==> config.mk <==
export PLATFORM = sky130hd
export DESIGN_NAME = instruction_prefetch_queue
export DESIGN_NICKNAME = d
export VERILOG_FILES = /design/src/rtl/instruction_prefetch_queue.sv
export SDC_FILE = /design/constraint.sdc
export NUM_CORES = 1
export LEC_CHECK = 0
export BUFFER_PORTS_ARGS = -buffer_cell sky130_fd_sc_hd__buf_2
export CAP_MARGIN = 20
export CORE_MARGIN = 2
export CORE_UTILIZATION = 35
export DETAILED_ROUTE_END_ITERATION = 8
export SYNTH_ARGS = -nofsm -noshare
export SYNTH_HDL_FRONTEND = slang
export SYNTH_SLANG_ARGS = --single-unit
==> constraint.sdc <==
create_clock -name clk_i -period 6.7 [get_ports clk_i]
set_input_delay 0.335 -clock clk_i [delete_from_list [all_inputs] [get_ports clk_i]]
set_output_delay 0.335 -clock clk_i [all_outputs]
set_load 0.005 [all_outputs]
==> src/rtl/instruction_prefetch_queue.sv <==
// Sequential instruction fetcher: synchronous program memory feeding a small
// prefetch FIFO that hands (address, instruction) pairs to decode over valid/ready.
module instruction_prefetch_queue #(
  parameter int l      = 16,
  parameter int AW     = 6,
  parameter int QDEPTH = 4
) (
  input  logic         clk_i,
  input  logic         rst_i,
  input  logic         load_enable_i,
  input  logic [l-1:0] load_address_i,
  input  logic [l-1:0] load_data_i,
  input  logic         redirect_i,
  input  logic [l-1:0] redirect_address_i,
  input  logic         ready_i,
  output logic         valid_o,
  output logic [l-1:0] instruction_o,
  output logic [l-1:0] instruction_address_o
);

  localparam int DEPTH = 2 ** AW;
  localparam int QAW   = $clog2(QDEPTH);
  localparam int CW    = QAW + 1;
  localparam int OW    = CW + 1;

  logic [l-1:0]   mem_q [DEPTH];
  logic [l-1:0]   rd_data_q;

  logic [l-1:0]   pc_q, pc_d;
  logic [l-1:0]   rd_addr_q, rd_addr_d;
  logic           inflight_q, inflight_d;

  logic [l-1:0]   qdata_q [QDEPTH];
  logic [l-1:0]   qaddr_q [QDEPTH];
  logic [QAW-1:0] head_q, head_d;
  logic [QAW-1:0] tail_q, tail_d;
  logic [CW-1:0]  count_q, count_d;

  logic           pop;
  logic           push;
  logic           issue;
  logic [OW-1:0]  occupancy;

  // Only the low AW bits of the load address select a word.
  logic           load_addr_unused;
  assign load_addr_unused = ^load_address_i[l-1:AW];

  assign valid_o               = (count_q != '0);
  assign instruction_o         = qdata_q[head_q];
  assign instruction_address_o = qaddr_q[head_q];

  always_comb begin
    pop        = valid_o && ready_i && !redirect_i;
    push       = inflight_q && !redirect_i;
    // Slots already committed after this edge: queued + in flight - leaving.
    occupancy  = OW'(count_q) + OW'(inflight_q) - OW'(pop);
    issue      = !load_enable_i && !redirect_i && (occupancy < OW'(QDEPTH));

    pc_d       = pc_q;
    rd_addr_d  = rd_addr_q;
    inflight_d = issue;
    head_d     = head_q;
    tail_d     = tail_q;
    count_d    = count_q;

    if (redirect_i) begin
      pc_d       = redirect_address_i;
      inflight_d = 1'b0;
      head_d     = '0;
      tail_d     = '0;
      count_d    = '0;
    end else begin
      if (issue) begin
        pc_d      = pc_q + 1'b1;
        rd_addr_d = pc_q;
      end
      if (pop) begin
        head_d = head_q + 1'b1;
      end
      if (push) begin
        tail_d = tail_q + 1'b1;
      end
      count_d = count_q + CW'(push) - CW'(pop);
    end
  end

  // Program memory is never reset so a loaded image survives Reset.
  always_ff @(posedge clk_i) begin
    if (load_enable_i) begin
      mem_q[load_address_i[AW-1:0]] <= load_data_i;
    end
    if (issue) begin
      rd_data_q <= mem_q[pc_q[AW-1:0]];
    end
  end

  always_ff @(posedge clk_i or posedge rst_i) begin
    if (rst_i) begin
      pc_q       <= '0;
      rd_addr_q  <= '0;
      inflight_q <= 1'b0;
      head_q     <= '0;
      tail_q     <= '0;
      count_q    <= '0;
      for (int i = 0; i < QDEPTH; i++) begin
        qdata_q[i] <= '0;
        qaddr_q[i] <= '0;
      end
    end else begin
      pc_q       <= pc_d;
      rd_addr_q  <= rd_addr_d;
      inflight_q <= inflight_d;
      head_q     <= head_d;
      tail_q     <= tail_d;
      count_q    <= count_d;
      if (push) begin
        qdata_q[tail_q] <= rd_data_q;
        qaddr_q[tail_q] <= rd_addr_q;
      end
    end
  end

endmodule

## Word level (Yosys, flattened, before mapping)

Memory sizes are Yosys's and may differ from the RTL's. A register that Yosys moved wholly into a read port is not among the register bits.
Index checks and enable logic that the tools add are counted.

| cells by class | value |
|---|---|
| $add $sub $neg | 7 |
| $lt $le $gt $ge | 4 |
| multiplexer cells | 20 |
| bitwise operators | 3 |
| reductions and logical operators | 13 |

Operators by type and width:

| cell | number |
|---|---|
| 64-bit bitwise mux | 2 |
| 16-bit 2-to-1 mux | 7 |
| 16-bit binary-select mux with 2-bit select | 2 |
| 16-bit demux with 2-bit select | 1 |
| 16-bit by 1-bit adder with 16-bit output (second input constant) | 1 |
| 2-bit 2-to-1 mux | 4 |
| 3-bit greater-or-equal comparator (second input constant) | 2 |
| 1-bit logical AND | 6 |
| 2-bit inverter with 3-bit output | 2 |
| 2-bit nonzero test | 3 |
| 2-bit by 1-bit adder with 2-bit output (second input constant) | 2 |
| 3-bit by 1-bit adder with 4-bit output | 1 |
| 4-bit by 3-bit less-than comparator with 1-bit output (second input constant) | 1 |
| 4-bit by 1-bit subtractor with 4-bit output | 1 |
| 3-bit by 1-bit adder with 3-bit output | 1 |
| 3-bit by 1-bit less-than comparator with 1-bit output (second input constant) | 1 |
| 1-bit 2-to-1 mux | 3 |
| 3-bit 2-to-1 mux | 1 |
| 3-bit nonzero test | 1 |
| 3-bit by 1-bit subtractor with 3-bit output | 1 |
| 1-bit logical NOT | 2 |
| 2-bit AND reduction | 1 |
| 1-bit inverter | 1 |

| storage, ports and cells | value |
|---|---|
| register bits after elaboration | 168 |
| memory bits (writable) | 1,024 |
| input bits | 53 |
| output and inout port bits | 33 |
| logic and storage cells | 62 |
| memories | 1 |

Memory list:

| memory | depth | bits a word | rd ports | clocked after memory_dff | write ports | RTL line | RTL |
|---|---|---|---|---|---|---|---|
| mem_q | 64 | 16 | 1 | 1 | 1 | 26 | `logic [l-1:0] mem_q [DEPTH];` |

## Depth between registers and ports, before layout

| logic depth | value |
|---|---|
| depth after elaboration | 8 |
| depth in mapped cells | 12 |

## Least setup slack after synthesis

No wires, ideal clock.

| timing path | value |
|---|---|
| path kind | input-to-reg |
| from | input port redirect_i |
| to | register rd_data_q[0], read port of mem_q (enable) |
| arrival | 2.877 ns |
| data required time | 6.306 ns |
| path slack | 3.429 ns |
| stages on the path | 9 |
| buffers on the path | 3 |
| path through | buf_6 -> nand2b_4 -> or3_1 -> ha_1 -> a41o_1 -> or3_1 -> buf_6 -> buf_6 -> a21oi_1 |

| on the way | value |
|---|---|
| longest elaborated chain between the ends | 5 |

Ends and longest elaborated chain:

| item | RTL line | RTL |
|---|---|---|
| start, declared | 13 | `input logic redirect_i,` |
| 1-bit logical NOT (*) | 53, 57 |  |
| 1-bit logical AND | 53 | `pop = valid_o && ready_i && !redirect_i;` |
| 4-bit by 1-bit subtractor with 4-bit output | 56 | `occupancy = OW'(count_q) + OW'(inflight_q) - OW'(pop);` |
| 4-bit by 3-bit less-than comparator with 1-bit output | 57 | `issue = !load_enable_i && !redirect_i && (occupancy < OW'(QDEPTH));` |
| 1-bit logical AND (*) | 57 |  |
| net issue | 41 | `logic issue;` |
| end, declared | 27 | `logic [l-1:0] rd_data_q;` |

Mark *: on every way through the listed nets, which the timed path passes. The rest lies on a longest branch.
A chain may end at the register's enable or synchronous reset.

==> summary.txt <==
Status
  – Status: finished clean

Route
  – Drt drc: 0
  – Drt pass-1 iters: 5
  – Total Wirelength: between 100 and 150 mm
  – Routed len/inst: 26.0 um
  – Antenna-violating nets left: 0
  – DR vias: approximately 23,000
  – Drt initial violations: 2,435
  – DR vias/cell: 5.31

Synth
  – Seq/Total Area, Yosys: 75.0%
  – Area fraction of the dominant cell type after synthesis: between 60% and 70%
  – Dominant cell type by area after synthesis: edfxtp_1
  – Top-count cell post-synth: edfxtp_1
  – Cell Area, Synth: 0.0472 mm2
  – YS warnings: 0
  – Top_reg_cell synth: edfxtp_1
  – Average cell area after synthesis: 21.5 um2
  – Synth top cells by count: 1,040 x edfxtp_1, 312 x mux4_2, 168 x dfrtp_1
  – Cell variety after synth: 56
  – #FFs+latches synth: 1,208
  – Asr flop ratio synth: 13.9%
  – Synth area leaders: edfxtp_1 66%, mux4_2 15%, dfrtp_1 8.9%, mux2_2 3.6%, mux2i_1 0.74%
  – Number of synthesized flops with an enable pin: between 1,000 and 1,500
  – Gate Count Post-Synth: 2,194
  – Syn Nets: ~2,300

Floorplanning
  – Area of the die: 0.138 mm2
  – Die Span Y: 371 um
  – Die W: 371 um
  – Placement Rows: 134
  – Initial Util: ~35%
  – # IOs: 86
  – Area of the core: about 0.13 mm2

Clock network
  – Post-CTS resize count: 0
  – Skew-Pair Late Insertion Delay: 700 ps
  – Clk buf depth: 3
  – CTS tree: built
  – Root Buffer: clkbuf_16
  – H-tree lvl count: 3
  – CTS Buf Count: between 100 and 150
  – CTS sink count: about 1,200
  – Clock transition at path regs: 60 ps

Placed design
  – Port buffer count: 75
  – RePlAce Congestion: 0.796
  – Placed cell area: 0.0501 mm2
  – Post-DP HPWL: 64.2 mm

STA
  – Setup Viol. Count Final: 0
  – Final Hold Viols: 0
  – Slew at the pin with the worst max-slew slack: about 1100 ps
  – Fmax: 0.268 GHz
  – Minimum hold slack: about 41 ps
  – RSZ-0062 raised after global routing: no
  – Slew Limit Fails: 0
  – Post-route clock period utilization: 55.7%
  – Final worst path period need: 3730 ps
  – Slew headroom: 25.9%
  – TNS Setup: 0 ps
  – Clock Skew: 45.6 ps

Finish
  – Antenna Cells: 0
  – Final instance area: roughly 0.055 mm2
  – Synth-to-layout area growth: 15.5%
  – Fill cell count: 11,500
  – Fraction of layout cells with a size suffix above 1: around 34%
  – Layout net count: ~2,500

Worst hold path
  – Hold/Removal Path Class: primary input to flip-flop
  – Hold_sp: load_data_i[14]

GRT
  – Global-route wire length before repair: 161 mm
  – Largest net degree at the start of global routing: between 100 and 150
  – GRT Total Usage: ~16%
  – Vias in the first global route: 23,600
  – Antenna violations before repair: 6
  – GRT Residual Overflow: 0

Setup path
  – Setup crit start: pc_q[1]$_DFFE_PP0P_
  – WP data required: 7110 ps
  – CP Launch Type: flip-flop
  – Worst r2r src: pc_q[1]$_DFFE_PP0P_
  – Setup crit end kind: flip-flop
  – Crit-path max FO: 96
  – Data arrival time of the critical path: 4140 ps
  – CP Class: flip-flop to flip-flop

Power and ir drop
  – Pleak: 18.0 nW
  – PD cells: 366 mW/mm2
  – VDD IR max: 0.000266 V

Run
  – Max-cap violation count: 0
==> worst paths after layout <==
path,end,slack [ps],depth (start not counted)
max reg2reg,rd_data_q[5]$_DFFE_PP_,2970,7
max,rd_data_q[5]$_DFFE_PP_,2970,7
min in group asynchronous,qaddr_q[48]$_DFFE_PP0P_,390,3
max in group asynchronous,pc_q[2]$_DFFE_PP0P_,4740,4
min reg2reg,qdata_q[34]$_DFFE_PP0P_,500,1
min,mem_q[56][14]$_DFFE_PP_,40,1
==> cell usage in the layout, fill, tap and decap left out, drive strengths merged, types with 8 or more instances in the layout <==
master | netlist | layout
bufinv | 0 | 15
a22oi | 14 | 14
dlygate4sd3 | 0 | 21
clkinv | 0 | 43
clkinvlp | 0 | 10
nand3 | 15 | 15
o22ai | 17 | 17
nor2b | 11 | 11
mux4 | 312 | 312
nor2 | 90 | 90
nand2b | 9 | 9
a221oi | 15 | 15
ha | 8 | 8
xnor2 | 14 | 14
edfxtp | 1040 | 1040
a21oi | 14 | 14
nand2 | 50 | 50
o21ai | 27 | 27
inv | 8 | 16
buf | 75 | 183
mux2i | 35 | 35
a211oi | 15 | 15
dfrtp | 168 | 168
clkbuf | 48 | 143
mux2 | 151 | 151
==> worst max-delay path: stages, from the launching register on <==
cell	delay, ps
dfrtp_4	920
buf_12	610
buf_12	390
mux2i_1	320
nor2_1	130
a211oi_1	350
a211oi_1	100
a221o_1	400
==> where the power goes <==
group / switching (mW) / internal, mW
Clock: 2.84 / 3.93
Sequential: 0.315 / 8.57
Combinational: 2.18 / 2.12
Total: 5.33 / 14.6
==> per-layer routing <==
| layer | vias up | GRT usage [%] | routed length [um] |
|---|---|---|---|
| met1 | 12200 | 21.9 | 47100 |
| met2 | 751 | 25.8 | 53300 |
| met4 | 0 | 5.29 | 3590 |
| met3 | 177 | 3.09 | 6830 |
| li1 | 9492 | - | - |
| met5 | - | 0 | 0 |
==> area by class of cell <==
class / count / area [um2] / share of cell area, %
Clock buffer: 143 / 3140 / 5.75
Clock inverter: 76 / 856 / 1.57
Inverter: 8 / 35.0 / 0.0642
Multi-Input combinational cell: 855 / 11200 / 20.6
Sequential cell: 1208 / 35400 / 65.0
Tap cell: 1768 / 2210 / 4.06
Timing Repair Buffer: 204 / 1620 / 2.97
==> timing repair <==
action                                 4_1_cts  5_1_grt
setup endpoints to repair                    0        0
buffers inserted                             0        0
hold buffers                                17        4
endpoints found under the hold margin      117       33
==> flip-flops by register name, summed over array words and instances, names as in the netlist <==
signal	cells
pc_q	16
rd_data_q	16
count_q	3
rd_addr_q	16
inflight_q	1
tail_q	2
mem_q	1024
qaddr_q	64
qdata_q	64
head_q	2
==> cell families (layout without fill, tap and decap cells) <==
| group | count (synthesis) | after routing | synth area share [%] |
|---|---|---|---|
| multiplexers | 498 | 498 | 19.2 |
| flip-flops | 1208 | 1208 | 75.0 |
| buffers and inverters | 131 | 431 | 1.24 |
| AO/OA/AOI/OAI | 126 | 126 | 1.95 |
| adder cells (fa/ha/maj) | 9 | 9 | 0.254 |
| XOR/XNOR | 20 | 20 | 0.371 |
| AND/OR/NAND/NOR | 202 | 202 | 1.94 |
==> through the flow <==
step / cells / utilization (%) / power [mW] / setup WS, ps
2_1_floorplan: 2194 / - / 11.9 / 1820
3_3_place_gp: 4002 / 37.4 / 13.2 / 2760
3_5_place_dp: 4008 / 37.5 / 13.4 / 2650
4_1_cts: 4244 / 40.6 / 20.2 / 3000
5_1_grt: 4262 / 40.8 / 20.7 / 2820
6_report: 4262 / 40.8 / 19.9 / 2970
(Power assumes the default switching activity.)
